<file path="config.mk">
export PLATFORM = sky130hd
export DESIGN_NAME = register_file
export DESIGN_NICKNAME = d
export VERILOG_FILES = /design/src/rtl/register_file.sv
export SDC_FILE = /design/constraint.sdc
export NUM_CORES = 1
export LEC_CHECK = 0
export BUFFER_PORTS_ARGS = -buffer_cell sky130_fd_sc_hd__buf_2
export CORE_ASPECT_RATIO = 1.1
export CORE_UTILIZATION = 30
export DETAILED_ROUTE_END_ITERATION = 6
export REMOVE_ABC_BUFFERS = 1
export SYNTH_ARGS = -nofsm -noshare
export SYNTH_HDL_FRONTEND = slang
export SYNTH_SLANG_ARGS = --single-unit
</file>
<file path="constraint.sdc">
create_clock -name clk -period 1.7 [get_ports clk]
set_clock_uncertainty 0.15 [all_clocks]
set_input_delay 0 -clock clk [delete_from_list [all_inputs] [get_ports clk]]
set_output_delay 0 -clock clk [all_outputs]
set_load 0.01 [all_outputs]
</file>
<file path="src/rtl/register_file.sv">
// 32 x 32 register file: one synchronous write port and one
// combinational read port sharing the address field of SW.
module register_file #(
  parameter int DATA_W = 32,
  parameter int ADDR_W = 5
) (
  input  logic                     clk,
  input  logic                     rst,
  input  logic [DATA_W+ADDR_W:0]   SW,
  output logic [DATA_W-1:0]        LEDR
);

  localparam int DEPTH = 2 ** ADDR_W;

  logic              we;
  logic [ADDR_W-1:0] addr;
  logic [DATA_W-1:0] wdata;

  logic [DATA_W-1:0] mem [DEPTH];

  assign we    = SW[DATA_W+ADDR_W];
  assign addr  = SW[DATA_W+ADDR_W-1:DATA_W];
  assign wdata = SW[DATA_W-1:0];

  // rst wins over we: a write in the reset cycle is dropped
  always_ff @(posedge clk) begin
    if (rst) begin
      for (int i = 0; i < DEPTH; i++) begin
        mem[i] <= '0;
      end
    end else if (we) begin
      mem[addr] <= wdata;
    end
  end

  // no bypass: same-address write is visible only after the edge
  assign LEDR = mem[addr];

endmodule

</file>
==> results.toml, run 1 <==
[run_status]
outcome = "finished, violations left"
violations = "negative setup slack"

[routing]
drtAntennaViolNets = 0
vias = 27818
drt-total-wl_um = 137000
first_pass_iters = 7
viasPerCell = 4.88
drc = 0
drt_iter0_markers = 2383
wire_per_inst_um = 24.1

[logic_synthesis]
synth_warnings = 0
ys_seq_area_share_pct = 66.0
async_reset_ff_share_pct = 0
yosys.cell_types.count = 32
syn_inst = 3327
synth_top_flop_cell = "edfxtp_1"
synth_seq_cells = 1024
synthesis.area_mm2 = 0.0466
synth-edff-count = 1024
syn_area_per_cell_um2 = 14.0

[cts]
tritoncts = "built"
clk_path_buf_depth = 3
cts.clk_slew.worst_paths_ps = 60
cts.htree.levels = 3
cts_setup_buffers = 0
cts.sinks = 1024
cts_buffers = 98
cts-root-buf = "clkbuf_16"

[setup_path]
worstPathMaxFanout = 1
arrival_ps = 2270
timing_worst_setup_path_type = "flop to output pin"
crit_chain = "mux2i_1 > o22ai_2 > nor4_4 > nand2_2 > buf_6"
crit_required_ps = 1550
cp-start-kind = "flop"
cpPeakStageDelay_ps = 540
endpoint_kind = "output pin"
cp_top_family = "simple AND/OR/NAND/NOR gates"
crit_buf_inv = 1
cpMaxStageDelayCell = "nor4_4"

[placed_design]
dp.cells = 5488
dpl.hpwl_um = 89600
port_buffers = 71
place_congestion = 0.811

[global_routing]
grt_overflow = 0
grt_pass1_wl_um = 198000
grt_pass1_vias = 27978
antenna_found_initial = 20
grtUsageTotal_pct = 17.3
grt_start_max_net_pins = 37

[sta]
hold_viol_final = 0
setup_viol = 32
tightest_slew_ps = 711
finalMaxSlewViolations = 0
period_minus_slack_ps = 2420
rsz0062_at_grt = "yes"
min_period_over_period_pct = 142
timing.final.ws_setup_ps = -715
clock.fmax_ghz = 0.414
slew_headroom_pct = 52.6

[die]
rows = 151
die_y_um = 415
floorplan.initialDensity_pct = 30.2
dieArea_mm2 = 0.157
die_w_um = 378
core_mm2 = 0.154
top_level_ports = 72

[final_layout]
top_regs = "mem: 1024 flops"
regMostFlops = "mem"
fill_cells = 14532
instances_no_fill = 5698
final_nets = 3588
layout_common_cells = "and2_1 (1024), edfxtp_1 (1024), mux2i_1 (502)"
drive_gt1_share_pct = 20.4
postLayoutCoreUtil_pct = 36.7
largest_reg_flops = 1024
synthToLayoutAreaGrowth_pct = 21.5

[hold_path]
worstHoldPathType = "input port to flop"
hold_end = "mem[9][2]$_SDFFCE_PN0P_"
worstHoldStart = "rst"
min_path_cells = 4

[power_and_ir_drop]
leakage_nw = 21.0
power_density_mw_per_mm2 = 991
ir_worst_vdd_mv = 0.721

[job]
cap_viol_max_count = 0
==> metal layers <==
metal	global-route usage [%]	vias to the layer above	routed length, µm
li1	-	12513	-
met1	22.4	14245	57400
met2	30.1	835	69000
met3	2.21	207	7560
met4	4.98	18	3340
met5	0	-	116
==> kinds of logic (layout without fill, tap and decap cells) <==
family	Yosys count	count (layout)	share of synthesized area (%)
AND/OR/NAND/NOR	1214	1214	16.2
flip-flops	1024	1024	66.0
multiplexers	512	512	11.0
buffers and inverters	321	620	3.07
AO/OA/AOI/OAI	256	256	3.64
other	0	7	0
==> where the power goes <==
group          leakage (nW)  internal, mW  switching, mW  total, mW
combinational          9.78          2.05           3.05       5.10
clock                  1.50          12.1           9.46       21.5
sequential             9.74          29.1          0.367       29.4
==> cells in the mapped netlist, drive strengths merged, types with 2 or more instances <==
library cell / instances / area (µm²)
nor3: 4 / 35.0
and2: 1024 / 6410
o22ai: 256 / 1700
nor2: 29 / 134
clkbuf: 216 / 845
mux2i: 512 / 5120
nand3b: 2 / 15.0
nand4bb: 7 / 78.8
or3b: 2 / 22.5
buf: 105 / 586
nand2: 35 / 134
nor4: 64 / 400
nand4b: 5 / 50.0
or4b: 4 / 43.8
or2: 32 / 200
edfxtp: 1024 / 30700
==> stage by stage <==
step / area [µm²] / setup WS (ps) / hold slack, ps / power (mW) / setup TNS (ps)
after floorplan: 45100 / -907 / 48.2 / 31.6 / -517970
after CTS: 56400 / -729 / 36.1 / 56.4 / -19340
after detailed placement: 52300 / -821 / 495 / 34.7 / -475090
final: 56600 / -715 / 83.2 / 56.1 / -17710
after global routing: 56600 / -744 / 78.1 / 57.7 / -20260
after global placement: 52300 / -719 / 483 / 34.6 / -450500
==> worst max-delay path by stage <==
| stage | slack [ps] | to | from | cells past startpoint |
|---|---|---|---|---|
| after floorplan | -910 | mem[27][0]$_SDFFCE_PN0P_ | rst | 3 |
| after global placement | -720 | LEDR[13] | SW[33] | 8 |
| after detailed placement | -820 | LEDR[13] | SW[33] | 8 |
| after CTS | -730 | LEDR[13] | mem[1][13]$_SDFFCE_PN0P_ | 5 |
| after global routing | -740 | LEDR[13] | mem[1][13]$_SDFFCE_PN0P_ | 5 |
| final | -720 | LEDR[3] | mem[19][3]$_SDFFCE_PN0P_ | 5 |
==> tightest hold or removal path, cell delays in order <==
cell    delay (ps)
buf_2          200
buf_4          210
or2_2          180
buf_12         170
==> layout make-up <==
cell class,count,area [µm²],area share [%]
diodes,7,17.5,0.0310
clock buffers,120,2600,4.59
clock inverters,58,498,0.880
multi-input cells,1982,15300,27.1
flip-flops and latches,1024,30700,54.3
well taps,2065,2580,4.57
repair buffers,442,4790,8.47
==> timing repair <==
item                                     CTS  global route
cloned                                     0             0
resized for setup                        135            28
endpoints found under the setup margin    32            32
endpoints found under the hold margin   1024             0
hold buffers                              32             0
pin swaps                                 70            37
Power figures use the tool's default switching activity.
==> run 2: changes to the inputs <==
Settings changed: CORE_ASPECT_RATIO 1.1 to 0.5.
==> run 2 against run 1 <==
Against the previous run: the flow finishes with violations (design-rule violations, negative setup slack); final cell count grew 0.42%; routed wire length grew 0.58%; combinational power grew 3%; power grew 2.3%; sequential power is essentially flat; core utilization grew 0.59 points; critical path type unchanged; critical endpoint is now LEDR[8]; largest cell class unchanged; largest power group unchanged; highest routed layer is now met4.
==> results.toml, run 2 (same netlist as run 1, synthesis figures left out) <==
[run_status]
outcome = "finished, violations left"
violations = "design-rule violations, negative setup slack"

[sta]
clock.fmax_ghz = 0.427
hold_viol_final = 0
period_minus_slack_ps = 2340
setup_viol = 32
min_period_over_period_pct = 138
timing.final.ws_setup_ps = -644
slew_headroom_pct = 51.7
tightest_slew_ps = 725
finalMaxSlewViolations = 0
rsz0062_at_grt = "yes"

[placed_design]
post-place-ws_ps = -886
dpl.hpwl_um = 88900
place_congestion = 0.848
placed_cell_area_mm2 = 0.0523
port_buffers = 71

[setup_path]
cpPeakStageDelay_ps = 430
cp-start-kind = "flop"
timing_worst_setup_path_type = "flop to output pin"
crit_chain = "mux2i_1 > o22ai_2 > nor4_4 > nand2_2 > buf_6"
crit_buf_inv = 1
worstPathMaxFanout = 1
cp_top_family = "simple AND/OR/NAND/NOR gates"
endpoint_kind = "output pin"
crit_required_ps = 1550
arrival_ps = 2190
cpMaxStageDelayCell = "nor4_4"

[final_layout]
seq_area_mm2 = 0.0307
largest_reg_flops = 1024
regMostFlops = "mem"
drive_gt1_share_pct = 21.9
fill_cells = 14235
synthToLayoutAreaGrowth_pct = 22.6
top_regs = "mem: 1024 flops"
final_cell_area_mm2 = 0.0571
final_nets = 3613
layout_common_cells = "and2_1 (1024), edfxtp_1 (1024), mux2i_1 (496)"
multi_input_comb_area_mm2 = 0.0155

[routing]
vias = 28406
viasPerCell = 4.96
drc = 6
first_pass_iters = 7
drt-total-wl_um = 138000
drt_iter0_markers = 2688
drtAntennaViolNets = 0
wire_per_inst_um = 24.2

[global_routing]
grt_use_met1_pct = 23.7
met2_usage_pct = 28.5
grtUsageTotal_pct = 17.3
grt_overflow = 0
grt_pass1_vias = 28294
antenna_found_initial = 10
use_met3_pct = 2.56
grt_pass1_wl_um = 197000
top_usage_layer = "met2"
grt_start_max_net_pins = 36

[cts]
cts_setup_buffers = 0
tritoncts = "built"
clk_path_buf_depth = 3
cts.htree.levels = 3
cts.sinks = 1024
cts_buffers = 106
cts.clk_slew.worst_paths_ps = 60
cts-root-buf = "clkbuf_16"

[die]
die_w_um = 559
rows = 101
core_mm2 = 0.153
dieArea_mm2 = 0.157
top_level_ports = 72
die_y_um = 281
floorplan.initialDensity_pct = 30.5

[job]
cap_viol_max_count = 0

[hold_path]
worstHoldPathType = "input port to flop"

[power_and_ir_drop]
finalPower_mw = 57.3
power_density_mw_per_mm2 = 1000
ir_worst_vdd_mv = 0.710
leakage_nw = 21.2
[run 2: cell types whose count changed in the layout (fill, tap and decap cells not counted), sizes merged]
| cell | before | now |
|---|---|---|
| bufbuf | 1 | 0 |
| clkinvlp | 7 | 5 |
| buf | 409 | 427 |
| clkbuf | 120 | 128 |
| bufinv | 8 | 9 |
| clkinv | 39 | 43 |
| diode | 7 | 10 |
| inv | 4 | 2 |
[run 2: what timing repair did]
action,in CTS,in global routing
resized for setup,174,35
setup endpoints to repair,32,32
pin swaps,89,47
hold buffers,32,0
hold endpoints to repair,1024,0
[run 2: final timing paths]
path,start,endpoint,slack [ps],cells after the start
worst max-delay path,mem[24][8]$_SDFFCE_PN0P_,LEDR[8],-640,5
worst min-delay path,rst,mem[7][1]$_SDFFCE_PN0P_,110,6
[run 2: power breakdown]
part           internal [mW]  switching (mW)
Combinational           2.12            3.13
Sequential              29.1           0.372
Clock                   13.0            9.65
[run 2: area by class of cell]
| type | instances | area share, % |
|---|---|---|
| sequential | 1024 | 53.9 |
| multi-input combinational | 1982 | 27.2 |
| timing repair buffer | 459 | 8.56 |
| clock buffer | 128 | 4.90 |
| tap | 2060 | 4.52 |
| clock inverter | 59 | 0.899 |
| antenna | 10 | 0.0438 |
[run 2: routing by layer]
layer | wire length, µm | vias to the layer above
met5 | 0 | -
met4 | 3660 | 0
met3 | 9160 | 183
met2 | 65000 | 993
met1 | 60400 | 14664
li1 | - | 12566
[run 2: stage by stage]
stage	hold slack (ps)	TNS (ps)	utilization, %	cells
4_1_cts	69.6	-17730	37.2	5713
6_report	111	-16130	37.3	5722
3_5_place_dp	412	-537750	34.2	5497
2_1_floorplan	48.2	-517970	-	3006
3_3_place_gp	407	-526230	34.2	5497
5_1_grt	104	-18970	37.3	5715
